[src/rtl/tw_rom_seq_ctrl_if.sv]
// Host-side twiddle stream: 64-bit half-words offered with valid, taken when ready.
interface tw_rom_seq_ctrl_if #(
  parameter int DW = 64
);
  logic [DW-1:0] hdata;
  logic          hdata_valid;
  logic          hdata_ready;

  modport master (output hdata, output hdata_valid, input hdata_ready);
  modport slave  (input hdata, input hdata_valid, output hdata_ready);
endinterface

[src/rtl/tw_rom_seq_ctrl.sv]
// Twiddle ROM sequencer: buffers host half-words, replays them as one contiguous
// horizontal-write burst, then walks stage_counter/CEN/state through every stage.
module tw_rom_seq_ctrl #(
  parameter int SC_WIDTH      = 3,
  parameter int S_WIDTH       = 4,
  parameter int horizontal_DW = 64,
  parameter int NUM_STAGE     = 3,
  parameter int STAGE_LEN     = 256,
  parameter int LOAD_WORDS    = 4
) (
  input  logic                     CLK,
  input  logic                     rst,
  input  logic                     start,
  input  logic                     load_en,
  input  logic                     hold,
  tw_rom_seq_ctrl_if.slave         host,
  output logic [SC_WIDTH-1:0]      stage_counter,
  output logic                     CEN,
  output logic [S_WIDTH-1:0]       state,
  output logic [1:0]               ROM3_w,
  output logic [horizontal_DW-1:0] horizontal_data_out,
  output logic                     busy,
  output logic                     done
);

  localparam int CW = (STAGE_LEN > 1) ? $clog2(STAGE_LEN) : 1;
  localparam int BEATS = 2 * LOAD_WORDS;
  localparam logic [2:0]          LAST_BEAT  = 3'(BEATS - 1);
  localparam logic [2:0]          LO_START   = 3'(LOAD_WORDS);
  localparam logic [CW-1:0]       LAST_CYC   = CW'(STAGE_LEN - 1);
  localparam logic [CW-1:0]       HALF_CYC   = CW'(STAGE_LEN / 2);
  localparam logic [SC_WIDTH-1:0] LAST_STAGE = SC_WIDTH'(NUM_STAGE - 1);
  localparam logic [S_WIDTH-1:0]  ST_FIRST   = S_WIDTH'(4);
  localparam logic [S_WIDTH-1:0]  ST_SECOND  = S_WIDTH'(6);

  typedef enum logic [2:0] {IDLE, COLLECT, BURST, RUN, GAP, FIN} fsm_e;

  fsm_e                     fsm_q, fsm_d;
  logic [2:0]               beat_q, beat_d;
  logic [2:0]               burst_q, burst_d;
  logic [CW-1:0]            cyc_q, cyc_d;
  logic [SC_WIDTH-1:0]      stage_q, stage_d;
  logic                     active_d;
  logic                     accept;

  logic                     cen_q, cen_d;
  logic [SC_WIDTH-1:0]      sc_q, sc_d;
  logic [S_WIDTH-1:0]       st_q, st_d;
  logic [1:0]               romw_q, romw_d;
  logic [horizontal_DW-1:0] hdo_q, hdo_d;
  logic                     hready_q, hready_d;
  logic                     busy_q, busy_d;
  logic                     done_q, done_d;

  logic [horizontal_DW-1:0] hbuf_q [BEATS];

  assign accept = (fsm_q == COLLECT) && hready_q && host.hdata_valid;

  always_ff @(posedge CLK) begin
    if (rst) begin
      fsm_q    <= IDLE;
      beat_q   <= '0;
      burst_q  <= '0;
      cyc_q    <= '0;
      stage_q  <= '0;
      cen_q    <= 1'b1;
      sc_q     <= '0;
      st_q     <= '0;
      romw_q   <= '0;
      hdo_q    <= '0;
      hready_q <= 1'b0;
      busy_q   <= 1'b0;
      done_q   <= 1'b0;
    end else begin
      fsm_q    <= fsm_d;
      beat_q   <= beat_d;
      burst_q  <= burst_d;
      cyc_q    <= cyc_d;
      stage_q  <= stage_d;
      cen_q    <= cen_d;
      sc_q     <= sc_d;
      st_q     <= st_d;
      romw_q   <= romw_d;
      hdo_q    <= hdo_d;
      hready_q <= hready_d;
      busy_q   <= busy_d;
      done_q   <= done_d;
    end
  end

  always_ff @(posedge CLK) begin
    if (accept) begin
      hbuf_q[beat_q] <= host.hdata;
    end
  end

  // In RUN, cyc_q is the cyc of the last active cycle, so a held cycle simply
  // repeats it and the stage-end transition waits for the next un-held edge.
  always_comb begin
    fsm_d    = fsm_q;
    beat_d   = beat_q;
    burst_d  = burst_q;
    cyc_d    = cyc_q;
    stage_d  = stage_q;
    active_d = 1'b0;
    case (fsm_q)
      IDLE: begin
        if (start) begin
          if (load_en) begin
            fsm_d  = COLLECT;
            beat_d = '0;
          end else begin
            fsm_d    = RUN;
            cyc_d    = '0;
            stage_d  = '0;
            active_d = 1'b1;
          end
        end
      end
      COLLECT: begin
        if (accept) begin
          if (beat_q == LAST_BEAT) begin
            fsm_d   = BURST;
            beat_d  = '0;
            burst_d = '0;
          end else begin
            beat_d = beat_q + 3'd1;
          end
        end
      end
      BURST: begin
        if (burst_q == LAST_BEAT) begin
          fsm_d    = RUN;
          burst_d  = '0;
          cyc_d    = '0;
          stage_d  = '0;
          active_d = 1'b1;
        end else begin
          burst_d = burst_q + 3'd1;
        end
      end
      RUN: begin
        if (!hold) begin
          if (cyc_q == LAST_CYC) begin
            cyc_d = '0;
            if (stage_q == LAST_STAGE) begin
              fsm_d   = FIN;
              stage_d = '0;
            end else begin
              fsm_d = GAP;
            end
          end else begin
            cyc_d    = cyc_q + CW'(1);
            active_d = 1'b1;
          end
        end
      end
      GAP: begin
        fsm_d    = RUN;
        stage_d  = stage_q + SC_WIDTH'(1);
        cyc_d    = '0;
        active_d = 1'b1;
      end
      FIN: begin
        fsm_d   = IDLE;
        stage_d = '0;
      end
      default: fsm_d = IDLE;
    endcase
  end

  // Outputs are derived from the next-state values so every port comes straight from a flop.
  always_comb begin
    cen_d    = ~active_d;
    sc_d     = '0;
    st_d     = '0;
    romw_d   = 2'd0;
    hdo_d    = '0;
    hready_d = (fsm_d == COLLECT);
    busy_d   = (fsm_d != IDLE);
    done_d   = (fsm_d == FIN);
    if (fsm_d == RUN || fsm_d == GAP) begin
      sc_d = stage_d;
    end
    if (fsm_d == RUN) begin
      st_d = (cyc_d < HALF_CYC) ? ST_FIRST : ST_SECOND;
    end
    if (fsm_d == BURST) begin
      romw_d = (burst_d < LO_START) ? 2'd1 : 2'd2;
      hdo_d  = hbuf_q[burst_d];
    end
  end

  assign host.hdata_ready    = hready_q;
  assign stage_counter       = sc_q;
  assign CEN                 = cen_q;
  assign state               = st_q;
  assign ROM3_w              = romw_q;
  assign horizontal_data_out = hdo_q;
  assign busy                = busy_q;
  assign done                = done_q;

endmodule

[src/flat_wrapper.sv]
// flat-port wrapper written by rule: the top's interface ports become plain ports
module tw_rom_seq_ctrl_flat 
#(
  parameter int SC_WIDTH      = 3,
  parameter int S_WIDTH       = 4,
  parameter int horizontal_DW = 64,
  parameter int NUM_STAGE     = 3,
  parameter int STAGE_LEN     = 256,
  parameter int LOAD_WORDS    = 4
)
  (CLK, rst, start, load_en, hold, stage_counter, CEN, state, ROM3_w, horizontal_data_out, busy, done, host_hdata, host_hdata_valid, host_hdata_ready);
  tw_rom_seq_ctrl_if #(.DW((64))) host_i ();
  input  logic CLK;
  input  logic rst;
  input  logic start;
  input  logic load_en;
  input  logic hold;
  output logic [SC_WIDTH-1:0] stage_counter;
  output logic CEN;
  output logic [S_WIDTH-1:0] state;
  output logic [1:0] ROM3_w;
  output logic [horizontal_DW-1:0] horizontal_data_out;
  output logic busy;
  output logic done;
  input wire logic [$bits(host_i.hdata)-1:0] host_hdata;
  input wire logic [$bits(host_i.hdata_valid)-1:0] host_hdata_valid;
  output wire logic [$bits(host_i.hdata_ready)-1:0] host_hdata_ready;
  assign host_i.hdata = host_hdata;
  assign host_i.hdata_valid = host_hdata_valid;
  assign host_hdata_ready = host_i.hdata_ready;
  tw_rom_seq_ctrl #(.SC_WIDTH(SC_WIDTH), .S_WIDTH(S_WIDTH), .horizontal_DW(horizontal_DW), .NUM_STAGE(NUM_STAGE), .STAGE_LEN(STAGE_LEN), .LOAD_WORDS(LOAD_WORDS)) u_core (.CLK(CLK), .rst(rst), .start(start), .load_en(load_en), .hold(hold), .host(host_i), .stage_counter(stage_counter), .CEN(CEN), .state(state), .ROM3_w(ROM3_w), .horizontal_data_out(horizontal_data_out), .busy(busy), .done(done));
endmodule
[config.mk]
export PLATFORM = sky130hd
export DESIGN_NAME = tw_rom_seq_ctrl_flat
export DESIGN_NICKNAME = d
export VERILOG_FILES = /design/src/rtl/tw_rom_seq_ctrl_if.sv /design/src/rtl/tw_rom_seq_ctrl.sv /design/src/flat_wrapper.sv
export SDC_FILE = /design/constraint.sdc
export NUM_CORES = 1
export LEC_CHECK = 0
export BUFFER_PORTS_ARGS = -buffer_cell sky130_fd_sc_hd__buf_2
export CAP_MARGIN = 20
export CORE_MARGIN = 8
export CORE_UTILIZATION = 54
export CTS_CLUSTER_SIZE = 40
export DETAILED_ROUTE_END_ITERATION = 8
export PLACE_DENSITY_LB_ADDON = 0.08
export SETUP_SLACK_MARGIN = 0.3
export SLEW_MARGIN = 25
export SYNTH_ARGS = -nofsm -noshare
export SYNTH_HDL_FRONTEND = slang
export SYNTH_SLANG_ARGS = --single-unit
[constraint.sdc]
create_clock -name CLK -period 5.9 [get_ports CLK]
set_input_delay 0.295 -clock CLK [delete_from_list [all_inputs] [get_ports CLK]]
set_output_delay 0.295 -clock CLK [all_outputs]
set_load 0.01 [all_outputs]
Yosys cells after proc, flatten, opt, wreduce, memory -nomap -nowiden
Memory sizes are Yosys's and may differ from the RTL's. A register that Yosys moved wholly into a read port is not among the register bits. Index checks and enable logic that the tools add are counted.

Flip-flop bits (word level): 33. Memory bits (writable): 512. Bits of input ports: 70. Output and inout port bits: 77. Logic and storage cells: 91. Memories: 1.

Add/sub/neg operators: 4. $lt $le $gt $ge: 2. Eq/ne operators: 17. Mux-type cells: 41. Bitwise logic cells: 4. Reductions and logical operators: 10.

Memory list: u_core.hbuf_q (words 8, width 64, read ports 1, clocked after Yosys merged registers in 1, write ports 1, line tw_rom_seq_ctrl.sv:55) `logic [horizontal_DW-1:0] hbuf_q [BEATS];`.

Operators by type and width (number): 3-bit 2-to-1 mux (19); 8-bit 2-to-1 mux (5); 8-bit one-hot mux with 4 select lines (1); 3-bit one-hot mux with 5 select lines (2); 3-bit == test, second input constant (6); 3-bit by 2-bit == test with 1-bit output, second input constant (5); 3-bit one-hot mux with 2 select lines (2); 3-bit by 1-bit adder with 3-bit output, second input constant (3); 8-bit by 1-bit adder with 8-bit output, second input constant (1); 8-bit == test, second input constant (1); 8-bit less-than comparator, second input constant (1); 1-bit 2-to-1 mux (8); 3-bit by 1-bit == test with 1-bit output, second input constant (2); 2-bit 2-to-1 mux (3); 2-bit OR reduction (3); 2-bit != test, second input constant (2); 1-bit NOT (4); 1-bit one-hot mux with 4 select lines (1); 4-bit AND reduction (1); 3-bit logical NOT (1); 3-bit less-than comparator, second input constant (1); 3-bit nonzero test (1); 1-bit logical AND (2); 2-bit by 1-bit != test with 1-bit output, second input constant (1); 2 further kinds (2).

Logic depth before layout (Yosys ltp)
Depth in word-level cells: 9. Mapped depth: 11. Depth with buffers taken out: 8.

Worst setup path after synthesis
OpenSTA, ideal clock, no wires.

Kind: flip-flop to flip-flop. Start: reg u_core.fsm_q[1]. End: mem u_core.hbuf_q[0][0], enable pin. Setup time: 0.565 ns. Arrival: 5.478 ns. Data required time: 5.335 ns. Setup slack: -0.143 ns. Stages on the path, launching flop included: 6. Path buffers: 1. Period minus slack after synthesis: 6.043 ns. Cells stage by stage: dfxtp_1 > buf_2 > nor3b_1 > and3_1 > nand2b_1 > nor3_1.

Word-level cells in the longest chain between the ends: 5.

RTL lines: start: declaration (line tw_rom_seq_ctrl.sv:38) `fsm_e fsm_q, fsm_d;`; start signal: assignment (line tw_rom_seq_ctrl.sv:75) `fsm_q <= fsm_d;`; 3-bit by 1-bit == test with 1-bit output (line tw_rom_seq_ctrl.sv:57) `assign accept = (fsm_q == COLLECT) && hready_q && host.hdata_valid;`; 1-bit logical AND (2 in a row) (line tw_rom_seq_ctrl.sv:57); 1-bit 2-to-1 mux (line tw_rom_seq_ctrl.sv:92) `if (accept) begin`; 1-bit 2-to-1 mux (implied by the code) (line tw_rom_seq_ctrl.sv:93) `hbuf_q[beat_q] <= host.hdata;`; end: declaration (line tw_rom_seq_ctrl.sv:55).

Every way passes these cells.

Final worst setup path
Start: reg u_core.fsm_q[0]. End: mem u_core.hbuf_q[7][42], enable pin.

The elaborated chain is that of the path after synthesis.

==> results by group <==
Timing
  – Hold slack: 0.1151 ns
  – Worst Tran Pin Value: 1.100 ns
  – Period utilisation layout: 0.5612
  – Final setup fails: 0
  – Fmax: 302.0 MHz
  – Setup TNS: 0 ns
  – Worst slew margin: 0.2665
  – Final hold viol count: 0
  – Slew Viols, Final: 0
  – Period minus WS final: 3.311 ns
  – RSZ-0062 raised after global routing: no
  – Final setup margin: 2.589 ns
  – Clock skew: 0.02392 ns

Route
  – Initial DRC count: 962
  – DRC: 0
  – DR vias: 12590
  – TritonRoute pass-1 iters: 5
  – WL per Instance: 21.63 um
  – DRT Wirelength: 47970 um
  – Post-route antenna net violation count: 0
  – Vias per cell: 5.677

Yosys
  – Mapped Area: 22710 um^2
  – Synth Instances: 1426
  – Cell variety after synth: 58
  – Synth area leader: edfxtp_1
  – Async SR Flop Fraction: 0
  – Post-synthesis sequential area ratio: 0.7607
  – Post-synthesis adder-cell area fraction: 0.003857
  – Warnings from Yosys: 0
  – Simple-gate share of the synthesized area: 0.04281
  – Post-synthesis mux area share: 0.05642
  – Syn Area/Cell: 15.93 um^2
  – Number of synthesized flops with an enable pin: 512
  – Xor/xnor cell area share of the yosys netlist: 0.001928
  – Synth Area in Compound Gates: 0.1084
  – Share of the synthesized area in the top cell type: 0.6770
  – Main synth FF type: edfxtp_1
  – Yosys reg bits: 607
  – Largest family of logic cells by synthesized area: compound AO/OA/AOI/OAI gates
  – Largest cells by area after synthesis: edfxtp_1 68%, dfxtp_1 8.4%, mux2i_1 5.6%

Job
  – MaxCap Viol Count: 0

Power and ir drop
  – Leakage power: 9.708 nW
  – VDD IR max: 258.4 uV
  – Power per Cell Area: 344.8 nW/um^2

Setup path
  – Critical path arrival: 3.52 ns
  – Crit-path slowest cell: buf_4
  – CP Cell Sequence: nor3b_1, and3_1, nand2_1, nor2_4, buf_4
  – CP Launch Point: u_core.fsm_q[0]
  – Family with the most delay on the worst path: simple AND/OR/NAND/NOR gates
  – Worst path max stage delay: 0.84 ns
  – R2R Path Start: u_core.fsm_q[0]
  – CP startpoint kind: register
  – CP Capture Type: register
  – R2r setup slk: 2.59 ns
  – Worst Path Buf+Inv: 1
  – Critical path class: reg -> reg
  – Worst Path Required: 6.11 ns
  – Worst Path Max Fanout: 55

Clocking
  – CTS root buf: clkbuf_16
  – Clock sink total: 607
  – Post-CTS setup buffers: 0
  – Resized cells post-CTS: 0
  – CTS max path bufs: 3
  – CTS H-tree depth: 2
  – TritonCTS clock tree: done
  – Worst-Skew Late Latency: 0.61 ns
  – Reg clk slew, reported paths: 0.06 ns
  – Total clock buffers created by CTS: 59

Final layout
  – P&R area growth vs syn: 16.37%
  – Count of nets after finishing: 1701
  – Share of cells above drive strength 1: 0.1666
  – Non-filler cells, final: 2218
  – Fillers: 3062

Global routing
  – Initial antenna violation count: 4
  – First-pass GRT wire length: 74930 um
  – Number of global-route vias before repair: 13070
  – Total GRT Usage: 0.1938
  – Largest net degree at the start of global routing: 221
  – GR Overflow Total: 0

Die
  – Io pins: 147
  – Core Footprint: 41760 um^2
  – Site row count: 75
  – Die area: 48870 um^2
  – Die H: 221.1 um
  – Initial core utilization: 0.5439
  – Die X: 221.1 um

Placed design
  – Gpl congestion: 0.7938
  – Placed insts: 2038
  – Pre-CTS setup slack: 2.571 ns
  – Dpl hpwl: 24360 um
  – Port bufs: 144

Worst hold path
  – HP Start: rst
  – HP Class: in -> reg

Status
  – Status: completed
-- flip-flops by register name, indices dropped and copies added (netlist names) --
name,count
u_core.state,2
u_core.host.hdata_ready,1
u_core.CEN,1
u_core.done,1
u_core.fsm_q,3
u_core.horizontal_data_out,64
u_core.busy,1
u_core.cyc_q,8
u_core.ROM3_w,2
u_core.hbuf_q,512
u_core.stage_q,3
u_core.stage_counter,3
u_core.beat_q,3
u_core.burst_q,3
-- layer usage --
metal | part of all wire | GRT usage | wire length [um]
met5 | 0 | 0 | 0
met4 | 0.018 | 0.05639 | 885
met3 | 0.045 | 0.03333 | 2140
met2 | 0.49 | 0.3318 | 23470
met1 | 0.45 | 0.2529 | 21470
-- worst paths after layout --
check | to | depth (start not counted)
worst max register to register | u_core.hbuf_q[7][42] | 5
worst min register to register | u_core.stage_q[2] | 1
worst max-delay path | u_core.hbuf_q[7][42] | 5
worst min-delay path | u_core.beat_q[0] | 2
-- cells in the mapped netlist, types with 2 or more instances --
master	n
a211oi_1	2
a21o_1	2
a21oi_1	137
a22o_1	64
a22oi_1	129
a311oi_1	2
a31oi_1	3
and2_1	2
and3_1	2
buf_2	34
buf_4	15
buf_6	14
clkbuf_1	30
dfxtp_1	95
edfxtp_1	512
ha_1	7
inv_1	6
mux2i_1	128
nand2_1	138
nand2b_1	6
nand3_1	5
nand3b_1	3
nand4_1	2
nor2_1	34
nor2b_1	5
nor3_1	7
nor3b_1	2
nor4_1	2
o21a_1	2
o21ai_0	4
or2_2	2
xnor2_1	3
xor2_1	2
-- layout by cell type (no fill, tap or decap), types with 3 or more instances in the layout --
cell | netlist | routed
nand2b_1 | 6 | 6
buf_12 | 0 | 5
edfxtp_1 | 512 | 512
clkinv_2 | 0 | 8
clkbuf_8 | 0 | 13
dlygate4sd3_1 | 0 | 64
nand2_1 | 138 | 137
a22o_1 | 64 | 64
nand3b_1 | 3 | 3
nand3_1 | 5 | 5
buf_4 | 15 | 17
nor2_4 | 0 | 6
xnor2_1 | 3 | 3
o21ai_0 | 4 | 4
nor3_1 | 7 | 5
diode_2 | 0 | 4
dfxtp_1 | 95 | 95
clkbuf_16 | 0 | 60
mux2i_1 | 128 | 128
nor2b_1 | 5 | 5
ha_1 | 7 | 7
nor2_1 | 34 | 28
clkbuf_1 | 30 | 19
buf_2 | 34 | 144
inv_1 | 6 | 6
a22oi_1 | 129 | 129
a31oi_1 | 3 | 3
clkinv_1 | 0 | 5
a21oi_1 | 137 | 137
-- cell families after synthesis --
group                      Yosys count
AOI/OAI and AO/OA                  358
xor gates and xnor gates             5
adders and majority gates            7
buffers and inverters              101
DFF                                607
muxes                              128
other                                1
and+or+nand+nor                    219
-- final cells by class --
type                    count  area (um^2)  share of cell area
inverters                   7        26.28           0.0009942
well taps                 539        674.4             0.02552
clock buffers              92         1752             0.06628
diodes                      4        10.01           0.0003788
flip-flops and latches    607        17280              0.6537
repair buffers            230         1589             0.06013
clock inverters            20        167.7            0.006344
multi-input cells         719         4932              0.1866
-- stage by stage --
| step | instance area, um^2 | utilization | power (mW) |
|---|---|---|---|
| 2_1_floorplan | 22720 | - | 5.329 |
| 3_3_place_gp | 23860 | 0.5713 | 5.517 |
| 3_5_place_dp | 23860 | 0.5713 | 5.527 |
| 4_1_cts | 26420 | 0.6326 | 9.204 |
| 5_1_grt | 26430 | 0.6329 | 9.434 |
| 6_report | 26430 | 0.6329 | 9.111 |
-- repair_timing --
action / in CTS / in global routing
endpoints found under the setup margin: 0 / 0
hold endpoints to repair: 512 / 0
hold buffers: 64 / 0
-- power breakdown --
group          switching [mW]  internal [mW]  leakage, nW  total, mW
Clock                    1.52           2.12        0.939       3.65
Combinational           0.456          0.297         3.40      0.753
Sequential             0.0256           4.68         5.37       4.71
Total                    2.01           7.10         9.71       9.11
Power figures use the tool's default switching activity.
